==> config.mk <==
export PLATFORM = sky130hd
export DESIGN_NAME = exe_divider
export DESIGN_NICKNAME = d
export VERILOG_FILES = /design/src/rtl/exe_divider.sv
export SDC_FILE = /design/constraint.sdc
export NUM_CORES = 1
export LEC_CHECK = 0
export CAP_MARGIN = 20
export CORE_MARGIN = 2
export CORE_UTILIZATION = 40
export DETAILED_ROUTE_END_ITERATION = 12
export GPL_ROUTABILITY_DRIVEN = 0
export PLACE_DENSITY_LB_ADDON = 0.12
export SLEW_MARGIN = 0
export SYNTH_ARGS = -nofsm -noshare
export SYNTH_HDL_FRONTEND = slang
export SYNTH_SLANG_ARGS = --single-unit
==> constraint.sdc <==
create_clock -name cpu_clk_50M -period 5.75 [get_ports cpu_clk_50M]
set_input_delay 1.4375 -clock cpu_clk_50M [delete_from_list [all_inputs] [get_ports cpu_clk_50M]]
set_output_delay 1.4375 -clock cpu_clk_50M [all_outputs]
set_load 0.02 [all_outputs]
==> src/rtl/exe_divider.sv <==
// Iterative 32-bit restoring divider for the EXE stage: DIV/DIVU, 33-cycle latency, result {remainder, quotient}.
// Optional macro DIV_ZERO_FAST_EN: a zero divisor skips the iteration and completes in 2 cycles via the ZERO state.
module exe_divider (
    input  logic        cpu_clk_50M,
    input  logic        cpu_rst,
    input  logic        flush,
    input  logic        div_start,
    input  logic        div_signed,
    input  logic [31:0] dividend,
    input  logic [31:0] divisor,
    output logic        stallreq_div,
    output logic        div_ready,
    output logic [63:0] div_result
);

    typedef enum logic [1:0] {
        IDLE = 2'd0,
`ifdef DIV_ZERO_FAST_EN
        ZERO = 2'd1,
`endif
        BUSY = 2'd2,
        DONE = 2'd3
    } state_t;

    state_t      state_q, state_d;
    logic [5:0]  count_q, count_d;
    logic [31:0] partRem_q, partRem_d;
    logic [31:0] quotient_q, quotient_d;
    logic [31:0] divisorMag_q, divisorMag_d;
    logic [31:0] origDividend_q, origDividend_d;
    logic        negQuo_q, negQuo_d;
    logic        negRem_q, negRem_d;
    logic        divZero_q, divZero_d;
    logic [63:0] result_q, result_d;

    logic [31:0] dividendMag;
    logic [31:0] divisorMag;
    logic [32:0] shifted;
    logic        stepGe;
    logic [31:0] stepRem;
    logic [31:0] stepQuo;
    logic [31:0] fixRem;
    logic [31:0] fixQuo;
    logic [63:0] zeroResult;

    // One restoring step: shift the next dividend bit into the partial remainder and try to subtract.
    always_comb begin
        dividendMag = (div_signed && dividend[31]) ? (32'd0 - dividend) : dividend;
        divisorMag  = (div_signed && divisor[31])  ? (32'd0 - divisor)  : divisor;
        shifted     = {partRem_q, quotient_q[31]};
        stepGe      = (shifted >= {1'b0, divisorMag_q});
        stepRem     = stepGe ? (shifted[31:0] - divisorMag_q) : shifted[31:0];
        stepQuo     = {quotient_q[30:0], stepGe};
        fixQuo      = negQuo_q ? (32'd0 - stepQuo) : stepQuo;
        fixRem      = negRem_q ? (32'd0 - stepRem) : stepRem;
        zeroResult  = {origDividend_q, 32'hFFFF_FFFF};
    end

    always_comb begin
        state_d        = state_q;
        count_d        = count_q;
        partRem_d      = partRem_q;
        quotient_d     = quotient_q;
        divisorMag_d   = divisorMag_q;
        origDividend_d = origDividend_q;
        negQuo_d       = negQuo_q;
        negRem_d       = negRem_q;
        divZero_d      = divZero_q;
        result_d       = result_q;

        case (state_q)
            IDLE: begin
                if (div_start && !flush) begin
                    count_d        = 6'd0;
                    partRem_d      = 32'd0;
                    quotient_d     = dividendMag;
                    divisorMag_d   = divisorMag;
                    origDividend_d = dividend;
                    negQuo_d       = div_signed && (dividend[31] ^ divisor[31]);
                    negRem_d       = div_signed && dividend[31];
                    divZero_d      = (divisor == 32'd0);
`ifdef DIV_ZERO_FAST_EN
                    state_d        = (divisor == 32'd0) ? ZERO : BUSY;
`else
                    state_d        = BUSY;
`endif
                end
            end
`ifdef DIV_ZERO_FAST_EN
            ZERO: begin
                result_d = zeroResult;
                state_d  = DONE;
            end
`endif
            BUSY: begin
                partRem_d  = stepRem;
                quotient_d = stepQuo;
                count_d    = count_q + 6'd1;
                if (count_q == 6'd31) begin
                    result_d = divZero_q ? zeroResult : {fixRem, fixQuo};
                    state_d  = DONE;
                end
            end
            DONE: begin
                state_d = IDLE;
            end
            default: begin
                state_d = IDLE;
            end
        endcase

        // A flush abandons the instruction, including one that would complete on this edge.
        if (flush) begin
            state_d  = IDLE;
            result_d = result_q;
        end
    end

    always_ff @(posedge cpu_clk_50M) begin
        if (cpu_rst) begin
            state_q        <= IDLE;
            count_q        <= 6'd0;
            partRem_q      <= 32'd0;
            quotient_q     <= 32'd0;
            divisorMag_q   <= 32'd0;
            origDividend_q <= 32'd0;
            negQuo_q       <= 1'b0;
            negRem_q       <= 1'b0;
            divZero_q      <= 1'b0;
            result_q       <= 64'd0;
        end else begin
            state_q        <= state_d;
            count_q        <= count_d;
            partRem_q      <= partRem_d;
            quotient_q     <= quotient_d;
            divisorMag_q   <= divisorMag_d;
            origDividend_q <= origDividend_d;
            negQuo_q       <= negQuo_d;
            negRem_q       <= negRem_d;
            divZero_q      <= divZero_d;
            result_q       <= result_d;
        end
    end

    // Stall drops in DONE so the divide instruction leaves EXE in the same cycle its result is valid.
    always_comb begin
        stallreq_div = 1'b0;
        case (state_q)
            IDLE:    stallreq_div = div_start && !flush;
`ifdef DIV_ZERO_FAST_EN
            ZERO:    stallreq_div = 1'b1;
`endif
            BUSY:    stallreq_div = 1'b1;
            default: stallreq_div = 1'b0;
        endcase
        if (cpu_rst) begin
            stallreq_div = 1'b0;
        end
        div_ready  = (state_q == DONE) && !flush && !cpu_rst;
        div_result = result_q;
    end

endmodule

Yosys cells after proc, flatten, opt, wreduce, memory -nomap -nowiden
Cells that the tools add are included.
{ "word_totals": {"word_cells": 57, "output_inout_bits": 66, "reg_bits": 203} }
{ "classes": {"mux": 17, "addsub": 6, "n_eq_ne": 5, "bitwise_logic": 2, "reduce_logical": 16, "magnitude_cmp": 1} }
{ "ops": {"columns": ["cell", "n"], "rows": [
  ["$mux W32", 7],
  ["$pmux W32 S2", 2],
  ["$sub A1 B32 Y32 const A", 4],
  ["$mux W64", 1],
  ["$ge A33 B32 Y1", 1],
  ["$logic_not A32 Y1", 1],
  ["$sub A32 B32 Y32", 1],
  ["$pmux W6 S2", 1],
  ["$add A6 B1 Y6 const B", 1],
  ["$eq A6 B5 Y1 const B", 1],
  ["$logic_and A1 B1 Y1", 6],
  ["$mux W6", 1],
  ["$reduce_and A2 Y1", 3],
  ["$eq A2 B2 Y1 const B", 2],
  ["$mux W2", 2],
  ["$ne A2 B2 Y1 const B", 2],
  ["$pmux W2 S2", 1],
  ["$reduce_and A3 Y1", 1],
  ["$logic_not A1 Y1", 2],
  ["$logic_not A2 Y1", 1],
  ["$pmux W1 S2", 1],
  ["$reduce_bool A2 Y1", 1],
  ["$reduce_or A2 Y1", 1],
  ["$mux W1", 1],
  ["2 further kinds", 2]
]} }

Depth between registers and ports, before layout
Gate-level depths: netlist of run 1.
{ "depth": {"ltp_word": 5, "mapped_depth": 23, "depth_no_buf": 18} }

Worst setup path after synthesis of run 1
OpenSTA, ideal clock, no wires.
{ "synth_path": {"kind": "register to register", "start": "reg divisorMag_q[28]", "end": "reg result_q[56] (netlist: div_result[56])", "stages_incl_launch_ff": 24, "setup_ns": 0.103, "path_buffers": 5, "arrival_ns": 4.743, "slack_ns": 0.904, "required_time_ns": 5.647, "period_less_slack_ns": 4.846, "cell_sequence": "dfxtp_1 > inv_1 > ha_1 > buf_4 > nand4_1 > nor4_1 > nand3_1 > a31o_1 > buf_6 > nand2_8 > buf_2 > buf_1 > buf_2 > nand2_1 > o21ai_0 > ha_1 > nand2_1 > nor4_2 > a31oi_1 > or3_1 > nor3_2 > nand2_1 > a22o_1 > a2111oi_2"} }
{ "synth_between": {"elab_chain_len": 5} }
{ "synth_lines": {"columns": ["item", "line_no", "rtl"], "rows": [
  ["from (decl)", "29", "logic [31:0] divisorMag_q, divisorMag_d;"],
  ["from (signal assigned)", "136", "divisorMag_q <= divisorMag_d;"],
  ["$ge A33 B32 Y1 (*)", "51", "stepGe = (shifted >= {1'b0, divisorMag_q});"],
  ["$mux W32 (*)", "52", "stepRem = stepGe ? (shifted[31:0] - divisorMag_q) : shifted[31:0];"],
  ["$sub A1 B32 Y32", "55", "fixRem = negRem_q ? (32'd0 - stepRem) : stepRem;"],
  ["$mux W32 (*)", "55", null],
  ["$mux W64 (*)", "100", "result_d = divZero_q ? zeroResult : {fixRem, fixQuo};"],
  ["to (signal assigned)", "141", "result_q <= result_d;"],
  ["to (decl)", "34", "logic [63:0] result_q, result_d;"]
]} }
Every way passes the cells marked *; elsewhere a longest branch is shown, timed or not.
A chain may end at the register's enable or synchronous reset.

Final worst setup path of run 1
{ "layout_path": {"start": "reg divisorMag_q[24]", "end": "reg result_q[56] (netlist: div_result[56])"} }
{ "layout_between": {"elab_chain_len": 5, "elab_cells_between_ends": 6, "cone_classes": "add/sub (2); order compare (1); mux (3)"} }
{ "layout_lines": {"columns": ["item", "line_no"], "rows": [
  ["$sub A32 B32 Y32 or $ge A33 B32 Y1 (tied branches)", "52, 51"],
  ["$mux W32 (*)", "52"],
  ["$sub A1 B32 Y32", "55"],
  ["$mux W32 (*)", "55"],
  ["$mux W64 (*)", "100"]
]} }
Marks and branches as above.

==> results_dict.tcl, run 1 <==
set metrics [dict create \
    start_kind "flip-flop" \
    syn_avg_cell_area_um2 7.56 \
    drive_above_1_share_pct 5.43 \
    clock_latency_ps 520 \
    finalCriticalPeriod_ps 5160 \
    placed_cell_area_um2 14600 \
    leakage_uw 0.00552 \
    hold_violations 0 \
    std_cell_rows 66 \
    grt_first_pass_wirelength_um 66900 \
    ys_warn_count 0 \
    via_count 12900 \
    antenna_found_initial 0 \
    final-max-slew-violation-count 0 \
    drt_iter0_markers 1078 \
    max-vdd-ir-drop_v 0.000241 \
    combinationalPowerShare_pct 19.7 \
    ys_seq_area_share_pct 31.2 \
    yosysUniqueCellTypes 92 \
    grt_usage_pct 24.9 \
    synth_edf_count 0 \
    synthArstFlopShare_pct 0 \
    final_cells 2246 \
    synthFlopType "dfxtp_1" \
    clock_power_share_pct 41.4 \
    grt_max_degree 90 \
    yosysTopAreaCell "dfxtp_1" \
    cts.sinks 203 \
    tightest_slew_ps 1120 \
    grt_remaining_overflow 0 \
    critPathCaptureType "flip-flop" \
    slew_headroom_pct 25.2 \
    max_freq_mhz 194 \
    nets 1893 \
    p_sw_share_pct 29.8 \
    wl_per_cell_um 19.1 \
    cts-htree-levels 1 \
    coreArea_um2 32300 \
    cts.repair.resized 0 \
    fillers 3256 \
    syn_inst 1722 \
    seqPwrFrac_pct 38.9 \
    diodes 0 \
    die_h_um 184 \
    path_class "reg -> reg" \
    setup.worst_path.start "divisorMag_q[24]" \
    ctsRootBufferMaster "clkbuf_16" \
    rsz0062_at_grt "no" \
    synth_area_um2 13000 \
    hpwlAfterDp_um 31700 \
    ios 135 \
    synth.area.top_cells "dfxtp_1 (31%), nand2_1 (6.2%), a21oi_1 (5.8%)" \
    cts_setup_buffers 0 \
    cts_tree "built" \
    clockBufferDepth 3 \
    p_total_uw 3830 \
    p_per_area_nw_per_um2 248 \
    setup_tns_ps 0 \
    initial_core_util_pct 40.3 \
    maxCapViolCount 0 \
    fin_crit_sh_pct 89.8 \
    drc_errors 0 \
    cp_data_arrival_time_ps 5580 \
    holdCritPathClass "reg -> reg" \
    syn_nets 1829 \
    cts-buffers-inserted 25 \
    dieArea_um2 34000 \
    detail-route-antenna-nets 0 \
    timing.rr.start "divisorMag_q[24]" \
    grt_pass1_vias 11800 \
    vias_per_cell 5.73 \
    ys_ff_latch 203 \
    setup_viol 0 \
    finalInstanceArea_um2 15400 \
    fin_skew_ps 12.4 \
    wl_um 42900 \
    cts_hold_buf 0 \
    dp.cells 2201 \
    p_sw_uw 1140 \
    synthToLayoutAreaGrowth_pct 18.5 \
    crit_fanout 10 \
    portBuffers 134 \
    required_ps 6170 \
    outcome "finished clean" \
    p_int_uw 2690 \
    holdWs_ps 447 \
    holdCritStartpoint "divisorMag_q[18]" \
    synth_top_area_share_pct 31.2 \
    first_pass_iters 5 \
    die_w_um 184 \
    path_clk_slew_ps 60 \
]
[power groups by stage]
stage	Combinational, µW	Sequential, µW	Clock, µW
2_1_floorplan	514	1500	0
3_3_place_gp	739	1520	0
3_5_place_dp	743	1520	0
4_1_cts	746	1490	1620
5_1_grt	823	1490	1680
6_report	754	1490	1590
[registers in the layout, indices dropped and copies added, names as in the netlist, 2 cells and up]
signal          count
div_result         64
divisorMag_q       32
origDividend_q     32
partRem_q          32
quotient_q         32
count_q             6
state_q             2
[logic make-up (layout without fill, tap and decap cells)]
logic type      count (synthesis)  count (layout)  share of synthesized area [%]
xor+xnor                      121             121                           8.14
mux                            16              16                           1.26
simple gates                  647             647                           23.4
buf+inv                       168             250                           5.24
flops                         203             203                           31.2
fa+ha+maj                      38              38                           3.71
compound gates                529             529                           27.0
[cell usage after synthesis (all sizes together), types with 4 or more instances]
library cell	instances
a21o	6
o41ai	13
o31ai	23
o21ai	96
xor2	81
inv	52
buf	27
and3	14
o211a	9
o21bai	6
nor4	19
o211ai	23
nand2b	13
ha	37
a21oi	154
xnor2	40
nand2	217
nand4	15
and2	9
nand3	44
mux2i	13
a311oi	12
o21a	10
a31oi	37
a221oi	5
nor2	194
nor2b	7
a22oi	33
nor3	38
nor3b	4
a211oi	70
or3	30
clkbuf	89
or2	7
dfxtp	203
or4	19
[stage by stage]
stage | utilization, % | setup WS [ps]
2_1_floorplan | - | 904
3_3_place_gp | 45.2 | 859
3_5_place_dp | 45.2 | 777
4_1_cts | 47.8 | 754
5_1_grt | 47.8 | 190
6_report | 47.8 | 586
[area by class of cell]
| cell class | count | area [µm²] | area share (%) |
|---|---|---|---|
| Multi-Input combinational cell | 1351 | 8300 | 53.8 |
| Inverter | 52 | 195 | 1.27 |
| Clock inverter | 10 | 131 | 0.852 |
| Sequential cell | 203 | 4060 | 26.4 |
| Tap cell | 442 | 553 | 3.59 |
| Timing Repair Buffer | 153 | 1500 | 9.71 |
| Clock buffer | 35 | 683 | 4.43 |
[layout by cell type (no fill, tap or decap), types with 40 or more instances in the layout]
cell	n
nand2_1	216
dfxtp_1	203
nor2_1	192
a21oi_1	152
clkdlybuf4s50_1	133
o21ai_0	88
xor2_1	81
a211oi_1	68
inv_1	52
nand3_1	43
xnor2_1	40
[path summary, 6_finish.rpt]
kind,to,slack (ps),cells after the start
hold reg to reg,divisorMag_q[18],450,2
setup reg to reg,div_result[56],590,17
hold / removal,divisorMag_q[18],450,2
setup / recovery,div_result[56],590,17
[critical path, stage by stage (launching register included)]
cell       delay (ps)
dfxtp_1           420
inv_1              80
ha_1              380
a21oi_1           250
o21ai_1           170
a22oi_1           250
and4_1            590
nand2_8           140
o21ai_0           360
ha_1              360
nand2_1           100
nor4_2            210
a31oi_1           210
or3_1             550
nor3_2            360
nand2_1            90
a22o_1            200
a2111oi_2         330
[per-layer routing]
metal	track usage [%]	up-vias	part of all wire [%]
met5	0	-	0
met4	9.95	0	4.0
met3	2.81	71	5.2
met2	40.7	364	46
met1	33.4	6048	45
li1	-	6378	-
Note: power is estimated with default switching activity, not from simulation.
==> inputs of run 2 (changes only) <==
Settings changed: SLEW_MARGIN 0 to 10.
==> results of run 2 <==
Same layout as run 1: the final DEF is identical, and so are final timing and power.
